### config.mk
export PLATFORM = sky130hd
export DESIGN_NAME = add_pipe
export DESIGN_NICKNAME = d
export VERILOG_FILES = /design/src/rtl/add_pkg.sv /design/src/rtl/add_seg.sv /design/src/rtl/add_pipe.sv
export SDC_FILE = /design/constraint.sdc
export NUM_CORES = 1
export LEC_CHECK = 0
export CAP_MARGIN = 25
export CORE_UTILIZATION = 50
export CTS_CLUSTER_DIAMETER = 150
export DETAILED_ROUTE_END_ITERATION = 10
export PLACE_DENSITY = 0.84
export SETUP_SLACK_MARGIN = 0.15
export SYNTH_ARGS = -nofsm -noshare
export SYNTH_HDL_FRONTEND = slang
export SYNTH_HIERARCHICAL = 1
export SYNTH_SLANG_ARGS = --single-unit
### constraint.sdc
create_clock -name clk -period 3.07 [get_ports clk]
set_input_delay 0.7675 -clock clk [delete_from_list [all_inputs] [get_ports clk]]
set_output_delay 0.7675 -clock clk [all_outputs]
set_load 0.01 [all_outputs]
### src/rtl/add_pkg.sv
// Shared constants and elaboration helpers for the segmented pipelined adder.
package add_pkg;

  localparam int SEG_DEFAULT = 4;

  function automatic int nstages(input int width, input int seg);
    return width / seg;
  endfunction

  function automatic bit seg_fits(input int width, input int seg);
    return (seg > 0) && (width >= seg) && ((width % seg) == 0);
  endfunction

endpackage

### src/rtl/add_seg.sv
// Combinational W-bit adder slice; one instance per pipeline stage.
module add_seg #(
  parameter int W = 4
) (
  input  logic [W-1:0] a,
  input  logic [W-1:0] b,
  input  logic         ci,
  output logic [W-1:0] s,
  output logic         co
);

  assign {co, s} = {1'b0, a} + {1'b0, b} + {{W{1'b0}}, ci};

endmodule

### src/rtl/add_pipe.sv
// Pipelined WIDTH-bit adder, one SEG-bit slice per stage, latency NSTAGES, valid/ready with global stall.
// Define ADD_PIPE_OVF_EN to add the signed-overflow output ovf.
module add_pipe
  import add_pkg::*;
#(
  parameter int WIDTH = 16,
  parameter int SEG   = SEG_DEFAULT
) (
  input  logic             clk,
  input  logic             rst,
  input  logic             in_valid,
  output logic             in_ready,
  input  logic [WIDTH-1:0] a,
  input  logic [WIDTH-1:0] b,
  input  logic             ci,
  output logic             out_valid,
  input  logic             out_ready,
  output logic [WIDTH-1:0] s,
`ifdef ADD_PIPE_OVF_EN
  output logic             ovf,
`endif
  output logic             co
);

  localparam int NSTAGES = nstages(WIDTH, SEG);

  if (!seg_fits(WIDTH, SEG)) begin : g_width_check
    $fatal(1, "add_pipe: WIDTH must be a non-zero multiple of SEG");
  end

  logic             stall;
  logic             en;

  logic             vld_q [NSTAGES];
  logic             c_q   [NSTAGES];
  logic [WIDTH-1:0] a_q   [NSTAGES];
  logic [WIDTH-1:0] b_q   [NSTAGES];
  logic [WIDTH-1:0] s_q   [NSTAGES];

  logic             vld_d [NSTAGES];
  logic             cin   [NSTAGES];
  logic             c_d   [NSTAGES];
  logic [WIDTH-1:0] a_d   [NSTAGES];
  logic [WIDTH-1:0] b_d   [NSTAGES];
  logic [WIDTH-1:0] sin   [NSTAGES];
  logic [WIDTH-1:0] s_d   [NSTAGES];
  logic [SEG-1:0]   seg_s [NSTAGES];

  // A full output slot that is not taken freezes the whole pipe.
  assign stall    = vld_q[NSTAGES-1] && !out_ready;
  assign en       = !stall;
  assign in_ready = en;

  // Stage inputs: stage 0 takes the port operands, later stages take the
  // previous stage's skewed operands, partial sum and carry.
  always_comb begin
    vld_d[0] = in_valid;
    a_d[0]   = a;
    b_d[0]   = b;
    sin[0]   = '0;
    cin[0]   = ci;
    for (int k = 1; k < NSTAGES; k++) begin
      vld_d[k] = vld_q[k-1];
      a_d[k]   = a_q[k-1];
      b_d[k]   = b_q[k-1];
      sin[k]   = s_q[k-1];
      cin[k]   = c_q[k-1];
    end
  end

  for (genvar k = 0; k < NSTAGES; k++) begin : g_stage
    add_seg #(.W(SEG)) u_seg (
      .a  (a_d[k][k*SEG +: SEG]),
      .b  (b_d[k][k*SEG +: SEG]),
      .ci (cin[k]),
      .s  (seg_s[k]),
      .co (c_d[k])
    );
  end

  always_comb begin
    for (int k = 0; k < NSTAGES; k++) begin
      s_d[k]               = sin[k];
      s_d[k][k*SEG +: SEG] = seg_s[k];
    end
  end

  always_ff @(posedge clk or posedge rst) begin
    if (rst) begin
      for (int k = 0; k < NSTAGES; k++) begin
        vld_q[k] <= 1'b0;
        c_q[k]   <= 1'b0;
        a_q[k]   <= '0;
        b_q[k]   <= '0;
        s_q[k]   <= '0;
      end
    end else if (en) begin
      for (int k = 0; k < NSTAGES; k++) begin
        vld_q[k] <= vld_d[k];
        c_q[k]   <= c_d[k];
        a_q[k]   <= a_d[k];
        b_q[k]   <= b_d[k];
        s_q[k]   <= s_d[k];
      end
    end
  end

  assign out_valid = vld_q[NSTAGES-1];
  assign s         = s_q[NSTAGES-1];
  assign co        = c_q[NSTAGES-1];

`ifdef ADD_PIPE_OVF_EN
  logic ovf_d;
  logic ovf_q;

  // Carry into the MSB is recovered as a^b^s at that bit.
  assign ovf_d = a_d[NSTAGES-1][WIDTH-1] ^ b_d[NSTAGES-1][WIDTH-1]
               ^ seg_s[NSTAGES-1][SEG-1] ^ c_d[NSTAGES-1];

  always_ff @(posedge clk or posedge rst) begin
    if (rst) begin
      ovf_q <= 1'b0;
    end else if (en) begin
      ovf_q <= ovf_d;
    end
  end

  assign ovf = ovf_q;
`endif

endmodule

==> results of run 1 <==
[layout by cell type (no fill, tap or decap), types with 5 or more instances in the layout]
master           instances
dfrtp_1                 96
mux2_4                  28
fa_1                     8
xnor2_1                  8
mux2_2                  67
clkdlybuf4s50_1         55
ha_1                    12
clkbuf_8                11
nand2b_1                 5
inv_1                   16
[synthesized netlist by cell type]
cell type  instances
nor2b_4            1
inv_8              1
buf_12             4
xnor2_1            8
o21ai_0            4
nor2b_1            4
nand2b_1           5
ha_1              12
buf_4              2
a21o_1             4
inv_1             17
fa_1               8
mux2_2            67
a21oi_2            4
buf_6              4
dfrtp_1           96
mux2_4            28
[cells by family (layout without fill, tap and decap cells)]
| group | after synthesis | count (layout) | synth area share, % |
|---|---|---|---|
| xor+xnor | 8 | 8 | 1.62 |
| simple gates | 10 | 10 | 1.62 |
| mux | 95 | 95 | 27.1 |
| buf+inv | 28 | 93 | 4.97 |
| compound gates | 12 | 12 | 1.97 |
| flops | 96 | 96 | 55.5 |
| fa+ha+maj | 20 | 20 | 7.17 |
[state kept, by name, indices dropped and copies added (netlist names)]
name and cells:
a_d 24, b_d 24, c_q 3, co 1, out_valid 1, s 16
s_d 24, vld_d 3
[stage by stage]
| step | std cells | util, % | setup slack (ps) | area, µm² |
|---|---|---|---|---|
| after floorplan | 269 | - | 1020 | 4330 |
| after global placement | 423 | 59.1 | 350 | 4900 |
| after detailed placement | 423 | 59.1 | 343 | 4900 |
| after CTS | 439 | 61.3 | 343 | 5090 |
| after global routing | 439 | 61.3 | 324 | 5090 |
| final | 439 | 61.3 | 364 | 5090 |
[where the power goes]
part / internal (mW) / leakage [nW] / switching [mW] / total [mW]
sequential: 1.82 / 1.12 / 0.306 / 2.13
clock: 0.339 / 0.0886 / 0.413 / 0.753
combinational: 1.31 / 1.07 / 0.752 / 2.06
total: 3.47 / 2.28 / 1.47 / 4.94
[routing by layer]
metal  part of all wire [%]  vias up  GRT usage (%)
li1                       -     1041              -
met1                     48     1062           21.8
met2                     46       44           23.8
met3                    3.1       12           3.11
met4                    2.6        0           8.84
met5                      0        -              0
[cell type report]
type | instances | area (µm²) | share of cell area (%)
Sequential cell | 96 | 2400 | 47.2
Multi-Input combinational cell | 145 | 1710 | 33.6
Timing Repair Buffer | 59 | 581 | 11.4
Clock buffer | 12 | 155 | 3.05
Tap cell | 105 | 131 | 2.58
Inverter | 18 | 78.8 | 1.55
Clock inverter | 4 | 28.8 | 0.566
[worst paths after layout]
kind	startpoint	to	slack, ps	cells past startpoint
max	out_ready	in_ready	360	4
min	vld_d[0]	out_valid	490	1
max reg2reg	a_d[12]	co	1240	7
min reg2reg	vld_d[0]	out_valid	490	1
max in group asynchronous	rst	b_d[37]	1630	3
min in group asynchronous	rst	s[13]	910	3
==> impl_metrics.toml, run 1 <==
[setup_path]
startpoint_type = "input pin"
path_common_cell = "clkdlybuf4s50_1"
critPathMaxFanout = 2
required_ps = 2300
cp_top_family = "buffers and inverters"
critical_path.slowest_cell = "clkdlybuf4s50_1"
crit_buf_inv = 3
cp.arrival_ps = 1940
end_kind = "primary output"
slowest_delay_ps = 470
cp_cell_sequence = "clkdlybuf4s50_1, nor2b_4, inv_8, clkdlybuf4s50_1"
worstSetupPathType = "in -> out"

[final_layout]
fillers = 614
layout-drive-gt1-share_pct = 36.2
layout.nets = 386
n_antenna_cell = 0
syn_to_final_growth_pct = 17.5

[pwr]
vdd_drop_max_mv = 0.423
p_total_mw = 4.94
power_density_nw_per_um2 = 971
p_leak_nw = 2.28

[run_status]
status = "completed"

[synth]
synth_fp_nets = 326
avgSynthCellArea_um2 = 16.1
netlist_top_cells_area = "dfrtp_1 56%, mux2_2 17%, mux2_4 9.7%, fa_1 3.7%, ha_1 3.5%"
yosys.cell_types.count = 17
yosys_register_bits = 96
ys_seq_area_share_pct = 55.5
syn_inst = 269
syn_area_um2 = 4330
post-synth-top-area-cell = "dfrtp_1"
synth-warning-count = 6
synth_top_area_share_pct = 55.5

[timing]
min_period_ps = 2710
whs_ps = 490
skew_ps = 13.7
fin_crit_sh_pct = 88.1
finalMaxSlewViolations = 0
finalSetupViolCount = 0
max_freq_ghz = 0.370
rsz0062_at_grt = "false"
worst_pin_slew_ps = 759
max-slew-margin-rel_pct = 49.4
final.setup.tns_ps = 0
finalHoldViolCount = 0

[floorplan]
core_um2 = 8300
die_height_um = 95.0
pin_count = 56
fp.dieW_um = 95.0
num_rows = 33
initial_core_util_pct = 52.1
dieArea_um2 = 9030

[clock_tree]
cts_sinks = 96
h-tree-depth = 3
cts_buffers = 9
clk_path_buf_depth = 2
ctsHoldBuffers = 0
cts-root-buf = "clkbuf_8"
postCtsSetupBuffers = 0
cts-resized-gates = 0
clkSlewWorstSetupHoldPaths_ps = 80
clk_latency_ps = 350
cts_tree = "done"

[detailed_routing]
antenna_left = 0
drcViolationCount = 0
drt_first_iter_violations = 54
wl_per_cell_um = 14.2
dr.pass1.iters = 3
dr_total_vias = 2159
via_per_inst = 4.92
drt_wl_total_um = 6230

[global_route]
gr-total-overflow = 0
grt_max_degree = 64
grt_pass1_wl_um = 10700
first_global_vias = 2252
grt_usage_pct = 15.9
antenna_found_initial = 0

[placement]
hpwl_um = 4440
placement.io_buffers = 55
place_congestion = 0.817

[flow_run]
cap_violations = 0

[min_path]
min_path_type = "reg -> reg"
Note: power is estimated with default switching activity, not from simulation.
==> inputs of run 2 (changes only) <==
--- a/config.mk
+++ b/config.mk
@@ -9,7 +9,7 @@
 export CORE_UTILIZATION = 50
 export CTS_CLUSTER_DIAMETER = 150
 export DETAILED_ROUTE_END_ITERATION = 10
-export PLACE_DENSITY = 0.84
+export PLACE_DENSITY = 0.79
 export SETUP_SLACK_MARGIN = 0.15
 export SYNTH_ARGS = -nofsm -noshare
 export SYNTH_HDL_FRONTEND = slang
==> run 2 against run 1 <==
  * Via count increased by 2.1%
  * Clock power up 9.4%
  * Highest routed layer unchanged
  * Largest cell class unchanged
  * Critical endpoint unchanged
  * Combinational power about the same
  * Die area stayed put
==> impl_metrics.toml, run 2 (synthesis gave the netlist of run 1 again) <==
[detailed_routing]
drt_wl_total_um = 6320
dr_total_vias = 2205
dr.pass1.iters = 4
via_per_inst = 5.03
antenna_left = 0
drt_first_iter_violations = 60
drcViolationCount = 0
wl_per_cell_um = 14.4

[placement]
hpwl_um = 4460
place_congestion = 0.778
pre_cts_slack_ps = 356
placement.io_buffers = 55

[clock_tree]
cts_buffers = 9
clk_latency_ps = 340
h-tree-depth = 3
cts_tree = "done"
clkSlewWorstSetupHoldPaths_ps = 80
cts_sinks = 96
postCtsSetupBuffers = 0
cts-resized-gates = 0
ctsHoldBuffers = 0
cts-root-buf = "clkbuf_8"
clk_path_buf_depth = 2

[floorplan]
initial_core_util_pct = 52.1
core_um2 = 8300
num_rows = 33
pin_count = 56
fp.dieW_um = 95.0
die_height_um = 95.0
dieArea_um2 = 9030

[final_layout]
syn_to_final_growth_pct = 18.6
n_antenna_cell = 0
layout_commonest_cell = "dfrtp_1"
layout-drive-gt1-share_pct = 36.3
layout.nets = 386
mostFrequentLayoutCells = "96 x dfrtp_1, 67 x mux2_2, 55 x clkdlybuf4s50_1"

[global_route]
grt_usage_pct = 16.1
antenna_found_initial = 0
grt-busiest-layer = "met2"
gr-usage-met2_pct = 25.1
use_met3_pct = 3.03
grt_pass1_wl_um = 10900
grt_max_degree = 64
gr-total-overflow = 0
met1_usage_pct = 21.9
first_global_vias = 2280

[pwr]
switching_share_pct = 29.4
p_switching_mw = 1.48
p_int_mw = 3.55
power_frac_seq_pct = 42.3
vdd_drop_max_mv = 0.455
pwr-share-clk_pct = 16.4
p_leak_nw = 2.30
power_density_nw_per_um2 = 981
pwr-share-comb_pct = 41.3

[timing]
max_freq_ghz = 0.371
fin_crit_sh_pct = 87.9
finalMaxSlewViolations = 0
setup_ws_ps = 372
max-slew-margin-rel_pct = 47.3
skew_ps = 6.06
finalHoldViolCount = 0
final.setup.tns_ps = 0
finalSetupViolCount = 0
min_period_ps = 2700
worst_pin_slew_ps = 791
rsz0062_at_grt = "false"

[setup_path]
worstSetupPathType = "in -> out"
end_kind = "primary output"
cp.arrival_ps = 1930
startpoint_type = "input pin"
required_ps = 2300
critPathMaxFanout = 2

[min_path]
min_path_type = "reg -> reg"

[flow_run]
cap_violations = 0

[run_status]
status = "completed"
run 2: cell count changes in the layout (fill, tap and decap cells not counted), sizes merged:
| cell | change |
|---|---|
| bufinv | +1 |
| clkinv | -1 |
| clkbuf | -1 |
run 2: power groups by stage:
stage / registers [mW] / clock network [mW] / logic, mW
after global routing: 2.20 / 0.906 / 2.30
after CTS: 2.14 / 0.847 / 2.12
after detailed placement: 2.16 / 0 / 2.10
after global placement: 2.13 / 0 / 2.03
after floorplan: 2.12 / 0 / 1.59
final: 2.13 / 0.824 / 2.08
run 2: per-stage QoR:
stage                     power (mW)  hold WS (ps)  cells  utilization, %  instance area [µm²]
after CTS                       5.11           494    438            61.9                 5130
after global placement          4.16           460    423            59.4                 4930
after detailed placement        4.26           468    423            59.4                 4930
final                           5.03           486    438            61.9                 5130
after global routing            5.41           528    438            61.9                 5130
after floorplan                 3.70           435    269               -                 4330
run 2: cell type report:
cell class,instances,area (µm²)
clock inverters,4,53.8
flip-flops and latches,96,2400
repair buffers,59,606
inverters,18,78.8
multi-input cells,145,1710
well taps,105,131
clock buffers,11,151
fillers,625,3170
run 2: path summary, 6_finish.rpt:
kind / end / cells past startpoint / from / slack, ps
min reg2reg: out_valid / 1 / vld_d[0] / 490
max reg2reg: co / 7 / a_d[12] / 1240
max in group asynchronous: a_d[47] / 3 / rst / 1640
min: out_valid / 1 / vld_d[0] / 490
max: in_ready / 4 / out_ready / 370
min in group asynchronous: s[14] / 2 / rst / 860
run 2: layer usage:
metal	up-vias	routed length, µm
met5	-	0
met4	0	102
met3	9	179
met2	40	3090
met1	1121	2950
li1	1035	-
run 2: worst max-delay path, cell delays in order:
cell and delay, ps:
clkdlybuf4s50_1 440, nor2b_4 210, inv_8 40, clkdlybuf4s50_1 470
==> inputs of run 3 (changes only) <==
--- a/config.mk
+++ b/config.mk
@@ -6,10 +6,10 @@
 export NUM_CORES = 1
 export LEC_CHECK = 0
 export CAP_MARGIN = 25
-export CORE_UTILIZATION = 50
+export CORE_UTILIZATION = 40
 export CTS_CLUSTER_DIAMETER = 150
 export DETAILED_ROUTE_END_ITERATION = 10
-export PLACE_DENSITY = 0.79
+export PLACE_DENSITY = 0.66
 export SETUP_SLACK_MARGIN = 0.15
 export SYNTH_ARGS = -nofsm -noshare
 export SYNTH_HDL_FRONTEND = slang
==> constraint.sdc (replaced) <==
create_clock -name clk -period 3.07 [get_ports clk]
set_input_delay 0.4605 -clock clk [delete_from_list [all_inputs] [get_ports clk]]
set_output_delay 0.4605 -clock clk [all_outputs]
set_load 0.01 [all_outputs]
==> run 3 against run 2 <==
  * Utilization decreased by 12 points
  * Clock power increased by 12%
  * Wire length decreased by 2.9%
  * Worst hold slack got worse by 1.3 ps
  * Worst setup slack improved by 520 ps
  * Clock-buffer cell count increased by 1
  * Final area increased by 0.88%
  * Die area increased by 24%
  * Clock skew increased by 1.1 ps
  * Largest cell class unchanged
  * Fmax increased by 24%
  * Non-clock buffer count decreased by 1
  * Cell count increased by 7.1%
==> impl_metrics.toml, run 3 (synthesis gave the netlist of run 1 again) <==
[setup_path]
slowest_delay_ps = 560
worst-r2r-cell-count = 7
worstSetupPathType = "in -> out"
critPathMaxFanout = 13
startpoint_type = "input pin"
required_ps = 2610
cp.arrival_ps = 1720
end_kind = "primary output"
critical_path.slowest_cell = "clkdlybuf4s50_1"
path_common_cell = "clkdlybuf4s50_1"
cp_cell_sequence = "clkdlybuf4s50_1, nor2b_4, inv_8, clkdlybuf4s50_1"

[detailed_routing]
via_per_inst = 4.55
drt_wl_total_um = 6140
drt_first_iter_violations = 61
dr.pass1.iters = 4
antenna_left = 0
dr_total_vias = 2136
drcViolationCount = 0
wl_per_cell_um = 13.1

[clock_tree]
clk_path_buf_depth = 2
cts_sinks = 96
cts-resized-gates = 0
h-tree-depth = 3
cts_buffers = 9
cts-root-buf = "clkbuf_8"
ctsHoldBuffers = 0
clk_latency_ps = 350
clkSlewWorstSetupHoldPaths_ps = 90
cts_tree = "done"
postCtsSetupBuffers = 0

[timing]
finalHoldViolCount = 0
min_period_ps = 2180
fin_crit_sh_pct = 71.0
worst_pin_slew_ps = 770
final.setup.tns_ps = 0
finalMaxSlewViolations = 0
rsz0062_at_grt = "false"
max-slew-margin-rel_pct = 48.7
max_freq_ghz = 0.459
finalSetupViolCount = 0
whs_ps = 485
skew_ps = 7.11
setup_ws_ps = 891

[global_route]
gr-usage-met2_pct = 18.2
first_global_vias = 2275
antenna_found_initial = 0
use_met3_pct = 2.70
met1_usage_pct = 17.3
gr-total-overflow = 0
grt_pass1_wl_um = 10900
grt_usage_pct = 12.4
grt-busiest-layer = "met2"
grt_max_degree = 97

[pwr]
vdd_drop_max_mv = 0.537
p_leak_nw = 2.30
p_total_mw = 5.09
power_density_nw_per_um2 = 983

[flow_run]
cap_violations = 0

[final_layout]
layout.nets = 385
n_antenna_cell = 0
seqCellArea_um2 = 2400
fillers = 935
multi_input_area_um2 = 1710
layout-drive-gt1-share_pct = 36.0
mostFrequentLayoutCells = "96 x dfrtp_1, 67 x mux2_2, 55 x clkdlybuf4s50_1"
final_cells = 469
layout_commonest_cell = "dfrtp_1"
syn_to_final_growth_pct = 19.7

[floorplan]
dieArea_um2 = 11200
core_um2 = 10400
initial_core_util_pct = 41.5
fp.dieW_um = 106
num_rows = 37
die_height_um = 106
pin_count = 56

[placement]
hpwl_um = 4220
place_congestion = 0.673
placement.io_buffers = 55
pre_cts_slack_ps = 736
dp_cells = 453

[run_status]
status = "completed"

[min_path]
hold_depth = 1
min_path_type = "reg -> reg"
==> run 3: where the power goes <==
part           switching [mW]  total (mW)  internal, mW
clock                   0.415       0.921         0.505
sequential              0.304        2.12          1.82
combinational           0.739        2.04          1.30
total                    1.46        5.09          3.63
==> run 3: cell type report <==
| cell class | instances | area share (%) |
|---|---|---|
| clock buffers | 12 | 3.00 |
| clock inverters | 4 | 1.47 |
| inverters | 18 | 1.52 |
| multi-input cells | 145 | 33.0 |
| flip-flops and latches | 96 | 46.4 |
| well taps | 136 | 3.29 |
| repair buffers | 58 | 11.3 |
==> run 3: critical path, delay by kind of cell <==
| family | cells | cell delay, ps |
|---|---|---|
| AND/OR/NAND/NOR | 1 | 70 |
| buffers and inverters | 3 | 1180 |
==> run 3: worst paths after layout <==
path | start | endpoint | slack [ps]
worst min register to register | vld_d[0] | out_valid | 490
worst max-delay path | out_ready | in_ready | 890
min in group asynchronous | rst | s[9] | 600
worst max register to register | a_d[12] | co | 1290
worst min-delay path | vld_d[0] | out_valid | 490
max in group asynchronous | rst | a_d[39] | 2080
==> run 3: through the flow <==
stage               cell area (µm²)  utilization (%)
global route                   5180             49.7
global placement               4950             47.5
CTS                            5180             49.7
detailed placement             4950             47.5
floorplan                      4330                -
finish                         5180             49.7
==> run 3: layer usage <==
layer  part of all wire (%)  up-vias  routed length [µm]
met5                      0        -                   0
li1                       -     1034                   -
met4                    1.9        0                 118
met2                     43       36                2650
met3                    3.4       12                 207
met1                     51     1054                3160
